File: config.mk
export PLATFORM = sky130hd
export DESIGN_NAME = serv_bus_arbiter
export DESIGN_NICKNAME = d
export VERILOG_FILES = /design/src/rtl/serv_bus_arbiter_pkg.sv /design/src/rtl/serv_bus_watchdog.sv /design/src/rtl/serv_bus_arbiter.sv
export SDC_FILE = /design/constraint.sdc
export NUM_CORES = 1
export LEC_CHECK = 0
export CAP_MARGIN = 20
export CORE_AREA = 2 2 107 109
export DETAILED_ROUTE_END_ITERATION = 10
export DIE_AREA = 0 0 109 111
export GPL_TIMING_DRIVEN = 0
export SLEW_MARGIN = 20
export SYNTH_ARGS = -nofsm -noshare
export SYNTH_HDL_FRONTEND = slang
export SYNTH_SLANG_ARGS = --single-unit
File: constraint.sdc
create_clock -name i_clk -period 6.3 [get_ports i_clk]
set_clock_uncertainty 0.05 [all_clocks]
set_input_delay 1.26 -clock i_clk [delete_from_list [all_inputs] [get_ports i_clk]]
set_output_delay 1.26 -clock i_clk [all_outputs]
set_load 0.005 [all_outputs]
File: src/rtl/serv_bus_arbiter_pkg.sv
// Shared definitions for the SERV ibus/dbus Wishbone arbiter.
package serv_bus_arbiter_pkg;

    localparam int unsigned DEFAULT_TIMEOUT_W = 8;

    typedef enum logic [1:0] {
        IDLE  = 2'd0,
        GNT_I = 2'd1,
        GNT_D = 2'd2
    } arb_state_t;

endpackage

File: src/rtl/serv_bus_watchdog.sv
// Watchdog for a granted transaction: counts granted cycles and flags a hung bus.
module serv_bus_watchdog
    import serv_bus_arbiter_pkg::*;
#(
    parameter int unsigned TIMEOUT_W = DEFAULT_TIMEOUT_W
) (
    input  logic i_clk,
    input  logic i_rst,
    input  logic i_start,
    input  logic i_grant,
    input  logic i_hit,
    output logic o_tmo_c,
    output logic o_timeout
);

    localparam logic [TIMEOUT_W-1:0] CNT_MAX = {TIMEOUT_W{1'b1}};

    logic [TIMEOUT_W-1:0] count;

    assign o_tmo_c = i_grant & (count == CNT_MAX);

    // count holds the index of the current granted cycle (first granted cycle = 1)
    always_ff @(posedge i_clk or posedge i_rst) begin
        if (i_rst) begin
            count     <= '0;
            o_timeout <= 1'b0;
        end else begin
            o_timeout <= o_tmo_c & ~i_hit;
            if (i_start)
                count <= TIMEOUT_W'(1);
            else if (!i_grant || i_hit)
                count <= '0;
            else
                count <= TIMEOUT_W'(count + 1'b1);
        end
    end

endmodule

File: src/rtl/serv_bus_arbiter.sv
// Shares one Wishbone master port between SERV ibus and dbus with round-robin
// priority, a mandatory idle cycle between transactions and a hang watchdog.
module serv_bus_arbiter
    import serv_bus_arbiter_pkg::*;
#(
    parameter int unsigned TIMEOUT_W    = DEFAULT_TIMEOUT_W,
    parameter bit          WITH_TIMEOUT = 1'b1
) (
    input  logic        i_clk,
    input  logic        i_rst,
    input  logic [31:0] i_ibus_adr,
    input  logic        i_ibus_cyc,
    output logic [31:0] o_ibus_rdt,
    output logic        o_ibus_ack,
    input  logic [31:0] i_dbus_adr,
    input  logic [31:0] i_dbus_dat,
    input  logic [3:0]  i_dbus_sel,
    input  logic        i_dbus_we,
    input  logic        i_dbus_cyc,
    output logic [31:0] o_dbus_rdt,
    output logic        o_dbus_ack,
    output logic [31:0] o_wb_adr,
    output logic [31:0] o_wb_dat,
    output logic [3:0]  o_wb_sel,
    output logic        o_wb_we,
    output logic        o_wb_cyc,
    input  logic [31:0] i_wb_rdt,
    input  logic        i_wb_ack,
    input  logic        i_wb_err,
    output logic        o_timeout,
    output logic        o_bus_err
);

    arb_state_t  state;
    logic        last_d;
    logic        tmo;
    logic        term;
    logic        zero_rdt;
    logic        start;
    logic [31:0] rdt;

    assign o_wb_cyc = (state != IDLE);
    assign term     = o_wb_cyc & (i_wb_ack | i_wb_err | tmo);
    assign zero_rdt = i_wb_err | (tmo & ~i_wb_ack);
    assign start    = (state == IDLE) & (i_ibus_cyc | i_dbus_cyc);
    assign rdt      = zero_rdt ? 32'h0 : i_wb_rdt;

    assign o_ibus_ack = (state == GNT_I) & term;
    assign o_dbus_ack = (state == GNT_D) & term;
    assign o_ibus_rdt = rdt;
    assign o_dbus_rdt = rdt;

    assign o_wb_adr = (state == GNT_I) ? i_ibus_adr : i_dbus_adr;
    assign o_wb_sel = (state == GNT_I) ? 4'hf : i_dbus_sel;
    assign o_wb_dat = i_dbus_dat;
    assign o_wb_we  = (state == GNT_D) & i_dbus_we;

    // Grant FSM; last_d=1 means dbus was served most recently
    always_ff @(posedge i_clk or posedge i_rst) begin
        if (i_rst) begin
            state     <= IDLE;
            last_d    <= 1'b1;
            o_bus_err <= 1'b0;
        end else begin
            o_bus_err <= term & i_wb_err;
            case (state)
                IDLE: begin
                    if (i_ibus_cyc && (!i_dbus_cyc || last_d))
                        state <= GNT_I;
                    else if (i_dbus_cyc)
                        state <= GNT_D;
                end
                GNT_I: begin
                    if (term) begin
                        state  <= IDLE;
                        last_d <= 1'b0;
                    end else if (!i_ibus_cyc) begin
                        state <= IDLE;
                    end
                end
                GNT_D: begin
                    if (term) begin
                        state  <= IDLE;
                        last_d <= 1'b1;
                    end else if (!i_dbus_cyc) begin
                        state <= IDLE;
                    end
                end
                default: state <= IDLE;
            endcase
        end
    end

    generate
        if (WITH_TIMEOUT) begin : g_wdog
            serv_bus_watchdog #(
                .TIMEOUT_W (TIMEOUT_W)
            ) u_wdog (
                .i_clk     (i_clk),
                .i_rst     (i_rst),
                .i_start   (start),
                .i_grant   (o_wb_cyc),
                .i_hit     (i_wb_ack | i_wb_err),
                .o_tmo_c   (tmo),
                .o_timeout (o_timeout)
            );
        end else begin : g_no_wdog
            assign tmo       = 1'b0;
            assign o_timeout = 1'b0;
        end
    endgenerate

endmodule

==> impl_results.md <==
* Dominant synthesized flop cell: dfrtp_1
* Commonest cells post-synth: buf_4 (65), and2_1 (32), mux2_2 (31), dfrtp_1 (12), nor2_1 (9)
* First-pass detailed-route iteration total at 4
* DR vias/cell at 3.86
* Crit path max fanout at 10
* DR WL/cell at 13.3 um
* Die area at 12100 um2
* Required time of the critical path at 4.99 ns
* First-pass GRT wire length at 11.7 mm
* Hold_buf cts at 0
* Leak at 1.83 nW
* Initial cell density of the core at 0.161
* Mapped cell area at 1780 um2
* Number of synthesized flops with an enable pin at 0
* CTS Buffer Depth at 2
* Yosys warnings at 0
* FILL cells at 1097
* Number of buffers added on ports at 244
* Hold Path Class: reg -> reg
* Syn nets at 346
* Drt drc at 0
* H-tree depth at 1
* Max_cap viols at 0
* Highest clock rate at 218 MHz
* CP endpoint kind: output pin
* CTS Buf Count at 3
* Gr usage total at 0.123
* PwrDens at 140 nW/um2
* Mapped Cells at 206
* DP Cell Count at 593
* Layout cells sized above 1 at 0.253
* Vias in the first global route at 2355
* Avg Inst Size Synth at 8.65 um2
* Tmin final at 4.59 ns
* Asr flop ratio synth at 1.00
* Clock latency on the worst-skew pair at 0.24 ns
* Ant. Diodes at 0
* DP HPWL at 7.09 mm
* Final period util at 0.728
* Final TNS setup at 0 ns
* Sink Count at 13
* Dominant cell type by area after synthesis: buf_4
* Initial antenna violation count at 0
* Yosys reg bits at 13
* Setup ws final at 1.71 ns
* RSZ-0062 raised after global routing: no
* Final ANT Viol Nets at 0
* Slew of the pin with the lowest slew margin at 0.519 ns
* GPL Wtd Cong at 0.789
* Post-CTS Resized at 0
* DR vias at 2304
* Final hold slack at 0.480 ns
* Relative slew slack at 0.654
* Final WL at 7.96 mm
* GRT overflow at 0
* Maximum VDD drop at 0.0000561 V
* Top cell type's share of synthesized area at 0.274
* Max Slew Vio Count at 0
* FP Rows at 39
* Most frequent cell after synthesis: buf_4
* Synth top area cells: buf_4 (27%), mux2_2 (20%), dfrtp_1 (17%)
* Root Buffer: clkbuf_16
* CTS clock-pin slew for the worst setup and hold paths at 0.04 ns
* Starting DRT DRC Count at 76
* Post-synthesis sequential area ratio at 0.183
* Top-Level Pins at 277
* Final Power at 0.626 mW
* Area Growth Syn to Fin at 152%
* Setup WS pre-CTS at 1.72 ns
* Crit Path Category: in -> out
* Crit path launch type: input port
* Worst EP arrival at 3.28 ns
* Synth unique cells at 34
* Die Ht at 111 um
* Die Width at 109 um
* Status: completed
* CTS tree: done
* Hold Vio Cnt, Final at 0
* Largest net degree at the start of global routing at 14
* Post-CTS Repair Setup Buffers at 0
* Core area at 11100 um2
* Post-Layout Cell Count at 597
* Final setup vio count at 0
* Final #Nets at 595
-- registers in the layout (all words and copies together), names as in the netlist --
name                     flops
state                        2
last_d                       1
g_wdog.u_wdog.count          8
g_wdog.u_wdog.o_timeout      1
o_bus_err                    1
-- cells by family after synthesis --
kind of cell,after synthesis,synth area share
buffers and inverters,77,0.318
and+or+nand+nor,63,0.205
muxes,32,0.202
AOI/OAI and AO/OA,17,0.0695
DFF,13,0.183
xor gates and xnor gates,3,0.0147
adders and majority gates,1,0.00702
-- per-stage QoR --
step / util / cell area [um2]
2_1_floorplan: - / 1780
3_3_place_gp: 0.397 / 4400
3_5_place_dp: 0.397 / 4400
4_1_cts: 0.405 / 4480
5_1_grt: 0.405 / 4480
6_report: 0.405 / 4480
-- worst paths after layout --
check                           slack (ns)                             start                                to  cells past startpoint
worst max-delay path                  1.71                          i_wb_ack                     o_ibus_rdt[5]                      6
worst min-delay path                  0.48  g_wdog.u_wdog.count[0]$_DFF_PP0_  g_wdog.u_wdog.count[0]$_DFF_PP0_                      1
worst max register to register        4.72  g_wdog.u_wdog.count[0]$_DFF_PP0_              state[0]$_DFFE_PP0P_                      4
worst min register to register        0.48  g_wdog.u_wdog.count[0]$_DFF_PP0_  g_wdog.u_wdog.count[0]$_DFF_PP0_                      1
max in group asynchronous             4.54                             i_rst                last_d$_DFFE_PP1P_                      2
min in group asynchronous             1.30                             i_rst  g_wdog.u_wdog.count[4]$_DFF_PP0_                      2
-- critical path: stages --
cell,delay (ns)
clkdlybuf4s50_1,0.44
o41a_1,0.56
buf_6,0.19
and2_1,0.16
buf_4,0.13
clkdlybuf4s50_1,0.54
-- placed cells by master (no fill, tap or decap), types with 4 or more instances in the layout --
cell             instances
clkdlybuf4s50_1        244
buf_4                   65
and2_1                  32
mux2_2                  31
dfrtp_1                 12
nor2_1                   9
nand2_1                  5
inv_1                    5
or2_2                    5
buf_6                    4
o21ai_0                  4
-- report_power, final --
group,internal [mW],switching (mW),total [mW]
clock network,0.0853,0.0343,0.120
logic,0.278,0.123,0.400
registers,0.0964,0.00920,0.106
total,0.459,0.166,0.626
-- final cells by class --
class                   instances  area [um2]  share of cell area
well taps                     143         179              0.0399
inverters                       5        18.8             0.00419
clock buffers                   4        78.8              0.0176
plain buffers                  72         548               0.122
flip-flops and latches         13         327              0.0729
multi-input cells             116         888               0.198
repair buffers                244        2440               0.545
-- layer usage --
layer,track usage,vias to the layer above,routed length (um)
met5,0,-,0
met4,0.0214,0,59
met3,0.0511,6,1060
met2,0.235,149,4170
met1,0.121,1028,2670
li1,-,1121,-
(Power assumes the default switching activity.)
